<file path="src/rtl/instr_encoder_loader_pkg.sv">
// ---------------------------------------------------------------------------
// instr_encoder_loader_pkg
// Shared definitions for the MIPS program loader and the main control decoder:
//   - opcode field values for every instruction class the core understands
//   - in_kind encodings used on the loader's field-bundle stream
//   - loader FSM state codes
// ---------------------------------------------------------------------------
package instr_encoder_loader_pkg;

    // Primary opcode field (instr[31:26]); the main decoder keys off these too.
    localparam logic [5:0] OP_RTYPE = 6'h00;
    localparam logic [5:0] OP_LW    = 6'h23;
    localparam logic [5:0] OP_SW    = 6'h2B;
    localparam logic [5:0] OP_BEQ   = 6'h04;
    localparam logic [5:0] OP_ADDI  = 6'h08;
    localparam logic [5:0] OP_J     = 6'h02;
    localparam logic [5:0] OP_JAL   = 6'h03;

    // Instruction class carried on in_kind.
    localparam logic [2:0] KIND_RTYPE   = 3'd0;
    localparam logic [2:0] KIND_LW      = 3'd1;
    localparam logic [2:0] KIND_SW      = 3'd2;
    localparam logic [2:0] KIND_BEQ     = 3'd3;
    localparam logic [2:0] KIND_ADDI    = 3'd4;
    localparam logic [2:0] KIND_J       = 3'd5;
    localparam logic [2:0] KIND_JAL     = 3'd6;
    localparam logic [2:0] KIND_ILLEGAL = 3'd7;

    // Loader session states.
    typedef enum logic [1:0] {
        ST_IDLE,
        ST_LOAD,
        ST_DONE,
        ST_FULL
    } state_e;

endpackage

</file>
<file path="src/rtl/instr_encoder_loader_word_pack.sv">
// ---------------------------------------------------------------------------
// instr_word_pack
// Purely combinational packer: turns one instruction field bundle into a
// 32-bit MIPS word. Fields that the selected format does not use are ignored.
// Ports:
//   kind     in  3   instruction class (KIND_*)
//   rs,rt,rd in  5   register fields
//   shamt    in  5   shift amount (R-type)
//   funct    in  6   function code (R-type)
//   imm      in  16  immediate / offset (I-type)
//   target   in  26  jump target (J-type)
//   word     out 32  packed instruction (0 when illegal)
//   illegal  out 1   kind has no encoding
// ---------------------------------------------------------------------------
module instr_word_pack
    import instr_encoder_loader_pkg::*;
(
    input  logic [2:0]  kind,
    input  logic [4:0]  rs,
    input  logic [4:0]  rt,
    input  logic [4:0]  rd,
    input  logic [4:0]  shamt,
    input  logic [5:0]  funct,
    input  logic [15:0] imm,
    input  logic [25:0] target,
    output logic [31:0] word,
    output logic        illegal
);

    always_comb begin
        word    = '0;
        illegal = 1'b0;
        case (kind)
            KIND_RTYPE: word = {OP_RTYPE, rs, rt, rd, shamt, funct};
            KIND_LW:    word = {OP_LW,   rs, rt, imm};
            KIND_SW:    word = {OP_SW,   rs, rt, imm};
            KIND_BEQ:   word = {OP_BEQ,  rs, rt, imm};
            KIND_ADDI:  word = {OP_ADDI, rs, rt, imm};
            KIND_J:     word = {OP_J,    target};
            KIND_JAL:   word = {OP_JAL,  target};
            default:    illegal = 1'b1;
        endcase
    end

endmodule

</file>
<file path="src/rtl/instr_encoder_loader.sv">
// ---------------------------------------------------------------------------
// instr_encoder_loader
// Accepts instruction field bundles over a valid/ready stream, packs each into
// a MIPS word and writes it sequentially into the instruction-memory write
// port, one cycle after acceptance.
// Parameters:
//   ADDR_W     imem word-address width
//   BASE_ADDR  first word address written after start
// Ports:
//   clk, rst_n          clock / synchronous active-low reset
//   start               begin or restart a load session
//   in_valid, in_ready  bundle handshake
//   in_kind..in_target  instruction fields
//   in_last             bundle is the final instruction of the program
//   imem_we/addr/wdata  imem write port (registered)
//   count               words written this session
//   full                top of memory reached
//   done                last word committed (or illegal last bundle consumed)
//   err                 sticky illegal-kind flag for this session
// ---------------------------------------------------------------------------
module instr_encoder_loader
    import instr_encoder_loader_pkg::*;
#(
    parameter int ADDR_W    = 6,
    parameter int BASE_ADDR = 0
) (
    input  logic              clk,
    input  logic              rst_n,
    input  logic              start,
    input  logic              in_valid,
    output logic              in_ready,
    input  logic [2:0]        in_kind,
    input  logic [4:0]        in_rs,
    input  logic [4:0]        in_rt,
    input  logic [4:0]        in_rd,
    input  logic [4:0]        in_shamt,
    input  logic [5:0]        in_funct,
    input  logic [15:0]       in_imm,
    input  logic [25:0]       in_target,
    input  logic              in_last,
    output logic              imem_we,
    output logic [ADDR_W-1:0] imem_addr,
    output logic [31:0]       imem_wdata,
    output logic [ADDR_W:0]   count,
    output logic              full,
    output logic              done,
    output logic              err
);

    // The pointer never wraps, so a session holds the words from BASE_ADDR up
    // to the top of memory.
    localparam logic [ADDR_W:0]   LIMIT = (ADDR_W+1)'((1 << ADDR_W) - BASE_ADDR);
    localparam logic [ADDR_W-1:0] BASE  = ADDR_W'(BASE_ADDR);

    state_e            state;
    logic              pend_last;
    logic [31:0]       packed_word;
    logic              illegal;
    logic              accept;
    logic              full_next;
    logic [ADDR_W:0]   in_flight;
    logic [ADDR_W:0]   count_inc;

    instr_word_pack u_pack (
        .kind    (in_kind),
        .rs      (in_rs),
        .rt      (in_rt),
        .rd      (in_rd),
        .shamt   (in_shamt),
        .funct   (in_funct),
        .imm     (in_imm),
        .target  (in_target),
        .word    (packed_word),
        .illegal (illegal)
    );

    // Words committed plus the one in the write register; once this reaches
    // the limit nothing more may be accepted. Nothing is accepted behind a
    // pending last word either.
    assign in_flight = count + (ADDR_W+1)'(imem_we);
    assign full_next = (in_flight >= LIMIT);
    assign count_inc = count + (ADDR_W+1)'(1);
    assign in_ready  = (state == ST_LOAD) & ~start & ~full_next & ~pend_last;
    assign accept    = in_valid & in_ready;

    // A write presented in a start cycle still commits at its old address,
    // since imem_we/imem_addr are already registered; start only resets the
    // bookkeeping at the end of that cycle.
    always_ff @(posedge clk) begin
        if (!rst_n) begin
            state      <= ST_IDLE;
            pend_last  <= 1'b0;
            imem_we    <= 1'b0;
            imem_addr  <= BASE;
            imem_wdata <= '0;
            count      <= '0;
            full       <= 1'b0;
            done       <= 1'b0;
            err        <= 1'b0;
        end else begin
            imem_we <= 1'b0;
            if (accept && !illegal) begin
                imem_we    <= 1'b1;
                imem_wdata <= packed_word;
            end

            if (start) begin
                state     <= ST_LOAD;
                pend_last <= 1'b0;
                imem_addr <= BASE;
                count     <= '0;
                full      <= 1'b0;
                done      <= 1'b0;
                err       <= 1'b0;
            end else begin
                if (imem_we) begin
                    count <= count_inc;
                    if (count_inc < LIMIT) begin
                        imem_addr <= imem_addr + ADDR_W'(1);
                    end else begin
                        full <= 1'b1;
                        if (!pend_last) state <= ST_FULL;
                    end
                    if (pend_last) begin
                        pend_last <= 1'b0;
                        done      <= 1'b1;
                        state     <= ST_DONE;
                    end
                end
                if (accept) begin
                    if (illegal) begin
                        err <= 1'b1;
                        if (in_last) begin
                            done  <= 1'b1;
                            state <= ST_DONE;
                        end
                    end else begin
                        pend_last <= in_last;
                    end
                end
            end
        end
    end

endmodule

</file>
<file path="config.mk">
export PLATFORM = sky130hd
export DESIGN_NAME = instr_encoder_loader
export DESIGN_NICKNAME = d
export VERILOG_FILES = /design/src/rtl/instr_encoder_loader_pkg.sv /design/src/rtl/instr_encoder_loader_word_pack.sv /design/src/rtl/instr_encoder_loader.sv
export SDC_FILE = /design/constraint.sdc
export NUM_CORES = 1
export LEC_CHECK = 0
export ABC_CLOCK_PERIOD_IN_PS = 3000
export CAP_MARGIN = 10
export CORE_UTILIZATION = 43
export CTS_CLUSTER_DIAMETER = 60
export CTS_CLUSTER_SIZE = 12
export DETAILED_ROUTE_END_ITERATION = 16
export GPL_TIMING_DRIVEN = 0
export MAX_ROUTING_LAYER = met4
export PLACE_DENSITY = 0.8
export SKIP_CTS_REPAIR_TIMING = 1
export SYNTH_ARGS = -nofsm -noshare
export SYNTH_HDL_FRONTEND = slang
export SYNTH_HIERARCHICAL = 1
export SYNTH_SLANG_ARGS = --single-unit
</file>
<file path="constraint.sdc">
create_clock -name clk -period 3 [get_ports clk]
set_clock_uncertainty 0.2 [all_clocks]
set_input_delay 0.6 -clock clk [delete_from_list [all_inputs] [get_ports clk]]
set_output_delay 0.6 -clock clk [all_outputs]
set_load 0.005 [all_outputs]
</file>
# Yosys cells after proc, flatten, opt, wreduce, memory -nomap -nowiden
# Cells that the tools add are included.
dict set report word_totals {
  ff_bits 52
  word_cells 56
}
dict set report op_classes {
  add_sub_neg 3
  n_lt_le_gt_ge 2
  eq_ne 7
  n_mux 17
  bitwise 10
  n_reduce_logical 7
}
# cell n
set op_table {}
lappend op_table {{32-bit case mux with 7 select lines} 1}
lappend op_table {{2-bit two-way mux} 6}
lappend op_table {{1-bit two-way mux} 10}
lappend op_table {{3-bit equality test (second input constant)} 3}
lappend op_table {{7-bit by 1-bit adder with 7-bit output} 1}
lappend op_table {{7-bit by 1-bit adder with 7-bit output (second input constant)} 1}
lappend op_table {{7-bit greater-or-equal comparator (second input constant)} 1}
lappend op_table {{7-bit less-than comparator (second input constant)} 1}
lappend op_table {{7-bit OR reduction} 1}
lappend op_table {{6-bit by 1-bit adder with 6-bit output (second input constant)} 1}
lappend op_table {{3-bit by 2-bit equality test with 1-bit output (second input constant)} 2}
lappend op_table {{1-bit NOT} 6}
lappend op_table {{2-bit AND reduction} 3}
lappend op_table {{1-bit AND} 4}
lappend op_table {{3-bit by 1-bit equality test with 1-bit output (second input constant)} 1}
lappend op_table {{3-bit zero test} 1}
lappend op_table {{2-bit by 1-bit equality test with 1-bit output (second input constant)} 1}
lappend op_table {{2-bit OR reduction} 1}
lappend op_table {{1-bit logical AND} 1}

# Logic depth before layout (Yosys ltp)
dict set report logic_depth {
  depth_word 9
  depth_mapped 8
  ltp_nobuf 6
}

# By module
# Netlist, hierarchy kept.
# mod n_inst cells_per_inst area_each_um2
set modules_own_cells {}
lappend modules_own_cells {instr_encoder_loader 1 245 2229.6}
lappend modules_own_cells {instr_word_pack 1 138 1167.4}

# Worst setup path before layout
# Ideal clock, no wire load.
dict set report synth_path {
  path_kind {input-to-reg}
  from {input in_kind[0]}
  to {register imem_wdata[10]}
  setup_ns 0.072
  arrival_ns 2.129
  required_ns 2.728
  path_slack_ns 0.600
  path_stages 7
  path_cell_list {buf_6 > buf_8 > buf_6 > and3_1 > nor4_4 > buf_6 > mux2i_1}
}
dict set report synth_between {
  elab_chain_len 3
  elab_cells_between_ends 10
  cone_classes {6 x eq/ne; 1 x mux; 3 x reduce/logical}
}
# element line
set synth_lines {}
lappend synth_lines {{from (decl)} instr_encoder_loader.sv:32} ;# input logic [2:0] in_kind,
lappend synth_lines {{3-bit by 1-bit equality test with 1-bit output (tied with other cells)} instr_encoder_loader_word_pack.sv:33} ;# case (kind)
lappend synth_lines {{7-bit OR reduction (no source line)} -}
lappend synth_lines {{1-bit logical AND} instr_encoder_loader.sv:102} ;# if (accept && !illegal) begin
lappend synth_lines {{to (signal assigned)} instr_encoder_loader.sv:104} ;# imem_wdata <= packed_word;
lappend synth_lines {{to (decl)} instr_encoder_loader.sv:43} ;# output logic [31:0] imem_wdata,
# Several ways; a longest one is shown, not always the timed one.
# A chain may end at the register's enable or synchronous reset.

# Worst setup path after layout
dict set report layout_path {
  from {register imem_we}
  to {output in_ready}
}
dict set report layout_between {
  elab_chain_len 5
}
# element line
set layout_lines {}
lappend layout_lines {{from (decl)} instr_encoder_loader.sv:41} ;# output logic imem_we,
lappend layout_lines {{from (signal assigned)} instr_encoder_loader.sv:93} ;# imem_we <= 1'b0;
lappend layout_lines {{from (signal assigned)} instr_encoder_loader.sv:101} ;# imem_we <= 1'b0;
lappend layout_lines {{from (signal assigned)} instr_encoder_loader.sv:103} ;# imem_we <= 1'b1;
lappend layout_lines {{7-bit by 1-bit adder with 7-bit output} instr_encoder_loader.sv:80} ;# assign in_flight = count + (ADDR_W+1)'(imem_we);
lappend layout_lines {{7-bit greater-or-equal comparator} instr_encoder_loader.sv:81} ;# assign full_next = (in_flight >= LIMIT);
lappend layout_lines {{1-bit NOT} instr_encoder_loader.sv:83} ;# assign in_ready = (state == ST_LOAD) & ~start & ~full_next & ~pend_last;
lappend layout_lines {{1-bit AND (2 in a row)} instr_encoder_loader.sv:83}
lappend layout_lines {{to (decl)} instr_encoder_loader.sv:31} ;# output logic in_ready,
# No other way between the ends.

==> results.md <==
* CP Launch Type: register
* Crit path capture type: primary output
* Combinational share of power at 24.3%
* Sw Share at 26.31%
* Vias in the first global route at 3315
* Total grt overflow at 0
* Fin area at 0.004911 mm2
* Critical Path Fanout Max at 6
* Drt initial violations at 228
* Switching pwr at 0.0004192 W
* Non-Filler Instances at 619
* Area growth syn-to-layout at 44.57%
* Endpoints failing setup at 0
* Slew Viols, Final at 0
* Internal at 0.001174 W
* Syn. warnings at 6
* Clock buffer depth at 2
* Antenna diodes at 0
* Peak VDD IR at 0.1793 mV
* Wire length per cell at 15.41 um
* FMAX at 348.5 MHz
* FILL cells at 677
* Placed insts at 610
* Die height at 90.88 um
* GRT Util Overall at 23.40%
* Sequential share of power at 44.5%
* First-pass GRT wire length at 15.26 mm
* Peak per-stage delay on the critical path at 0.47 ns
* Yosys reg bits at 52
* DRC at 0
* Die X at 90.88 um
* Drt pass-1 iters at 4
* Clk pwr share at 31.2%
* CTS tree: yes
* Routed WL at 9.536 mm
* WP data arrival at 2.07 ns
* Setup TNS Final at 0 ns
* Die area at 0.008259 mm2
* Share of cells above drive strength 1 at 14.31%
* Crit path buf inv count at 1
* Worst skew pair latency at 0.31 ns
* GPL Wtd Cong at 0.8994
* Syn Inst Count at 383
* Leak at 1.747 nW
* PwrDens at 324.5 mW/mm2
* Mapped Area at 0.003397 mm2
* Final period util at 95.65%
* Row count at 32
* Delay-heaviest family, CP: flip-flops
* Max cap viols at 0
* Via density at 5.449
* Port Buffer Count at 125
* Core area at 0.007687 mm2
* Placed cell area at 0.004776 mm2
* Largest net degree at the start of global routing at 17
* Syn Nets at 463
* Status: completed
* Clk sinks at 52
* CP max-delay cell: dfxtp_1
* Commonest non-fill, non-tap cell in the layout: clkdlybuf4s50_1
* Critical path, cell by cell: ha_1 -> ha_1 -> nand2b_1 -> nor2_1 -> nor3b_2 -> clkdlybuf4s50_1
* Starting Density at 44.19%
* Most frequent cells in the layout: 124 x clkdlybuf4s50_1, 88 x nand2_1, 52 x dfxtp_1
* Post-synth cell types at 48
* Relative slew slack at 56.49%
* Sequential element share of the synthesized area at 30.64%
* Vias post-DR at 3373
* Final hold violations at 0
* CTS buffer count at 5
* Required time worst endpoint at 2.20 ns
* Syn Area/Cell at 8.869 um2
* Overall power at 0.001593 W
* Initial antenna violation count at 0
* Worst Hold Class: reg -> reg
* Nets at 596
* WS Path Type: reg -> out
* Pin slew with the least headroom to its limit at 0.6477 ns
* HPWL after DPL at 7.206 mm
* Final min period at 2.870 ns
* Area contributors post-synth: dfxtp_1 31%, mux2i_1 10%, nand2_1 9.7%
* I/O pin cnt at 126
* Antenna-violating nets left at 0
* Yosys top cell area share at 30.64%
* Worst-path clk slew at 0.10 ns
* Clock root cell: clkbuf_8
* Crit-path most repeated cell: ha_1
* H-tree depth at 2
* Largest area contributor in the netlist: dfxtp_1
layer usage:
layer | GRT usage (%) | share of wire, % | routed length [um] | vias to the layer above
met1 | 27.55 | 41 | 3938 | 1583
met3 | 4.966 | 6.9 | 654 | 20
li1 | - | - | - | 1646
met4 | 7.540 | 2.0 | 189 | 0
met5 | - | 0 | 0 | -
met2 | 39.71 | 50 | 4754 | 124
cell type report:
type / count / area [um2] / share of cell area, %
flip-flops and latches: 52 / 1041 / 21.20
clock buffers: 6 / 72.57 / 1.478
clock inverters: 2 / 38.79 / 0.7898
well taps: 102 / 127.6 / 2.599
multi-input cells: 293 / 2126 / 43.29
plain buffers: 32 / 221.5 / 4.510
inverters: 6 / 22.52 / 0.4586
repair buffers: 126 / 1261 / 25.68
final timing paths:
path / from / end / slack (ns) / cells past startpoint
max: imem_we / in_ready / 0.13 / 6
min: imem_wdata[29] / imem_wdata[29] / 0.26 / 2
max reg2reg: imem_we / imem_wdata[7] / 0.66 / 7
min reg2reg: imem_wdata[29] / imem_wdata[29] / 0.26 / 2
per-stage QoR:
step | hold WS (ns) | setup WS, ns | utilization, %
2_1_floorplan | 0.2511 | 0.5998 | -
6_report | 0.2617 | 0.1305 | 63.88
4_1_cts | 0.2648 | -0.08705 | 63.57
3_3_place_gp | 0.2420 | -0.1180 | 62.13
3_5_place_dp | 0.2463 | -0.1431 | 62.13
5_1_grt | 0.2766 | -0.009894 | 63.88
worst register-to-register path, stage by stage (launching register included):
cell and delay (ns):
dfxtp_1 0.39, ha_1 0.22, ha_1 0.21, nand2b_1 0.10, nor2_1 0.09, nor4_4 0.58
buf_6 0.27, mux2i_1 0.21
synth_stat cells, drive strengths merged:
cell,n
mux2i,35
xor2,4
dfxtp,52
o211ai,16
inv,6
a22o,10
and3,4
clkbuf,11
mux2,15
or4,4
nor2,10
nand2b,1
o21a,3
nor3b,16
o21ai,7
conb,1
and2,3
nand4,6
a21oi,24
a221oi,2
nor4,1
a31o,1
xnor2,2
o31ai,5
a32oi,15
a21boi,2
ha,4
nor3,2
o31a,1
nor2b,4
nand2,88
nor4b,2
and4,1
or3,4
buf,21
kinds of logic after synthesis:
| family | share of synthesized area [%] |
|---|---|
| multiplexers | 16.28 |
| XOR/XNOR | 1.547 |
| other | 0.1104 |
| flip-flops | 30.64 |
| AO/OA/AOI/OAI | 20.04 |
| buffers and inverters | 7.182 |
| AND/OR/NAND/NOR | 22.73 |
| adder cells (fa/ha/maj) | 1.473 |
power groups by stage:
stage / Clock, W / Combinational (W) / Sequential, W
2_1_floorplan: 0 / 0.000204 / 0.000726
3_3_place_gp: 0 / 0.000374 / 0.000725
3_5_place_dp: 0 / 0.000382 / 0.000725
4_1_cts: 0.000506 / 0.000384 / 0.000709
5_1_grt: 0.000536 / 0.000414 / 0.000711
6_report: 0.000497 / 0.000387 / 0.000709
sequential cells by signal (all words and copies together), names as in the netlist:
| name | count |
|---|---|
| full | 1 |
| imem_we | 1 |
| count | 7 |
| done | 1 |
| err | 1 |
| pend_last | 1 |
| imem_addr | 6 |
| imem_wdata | 32 |
| state | 2 |
(Power assumes the default switching activity.)
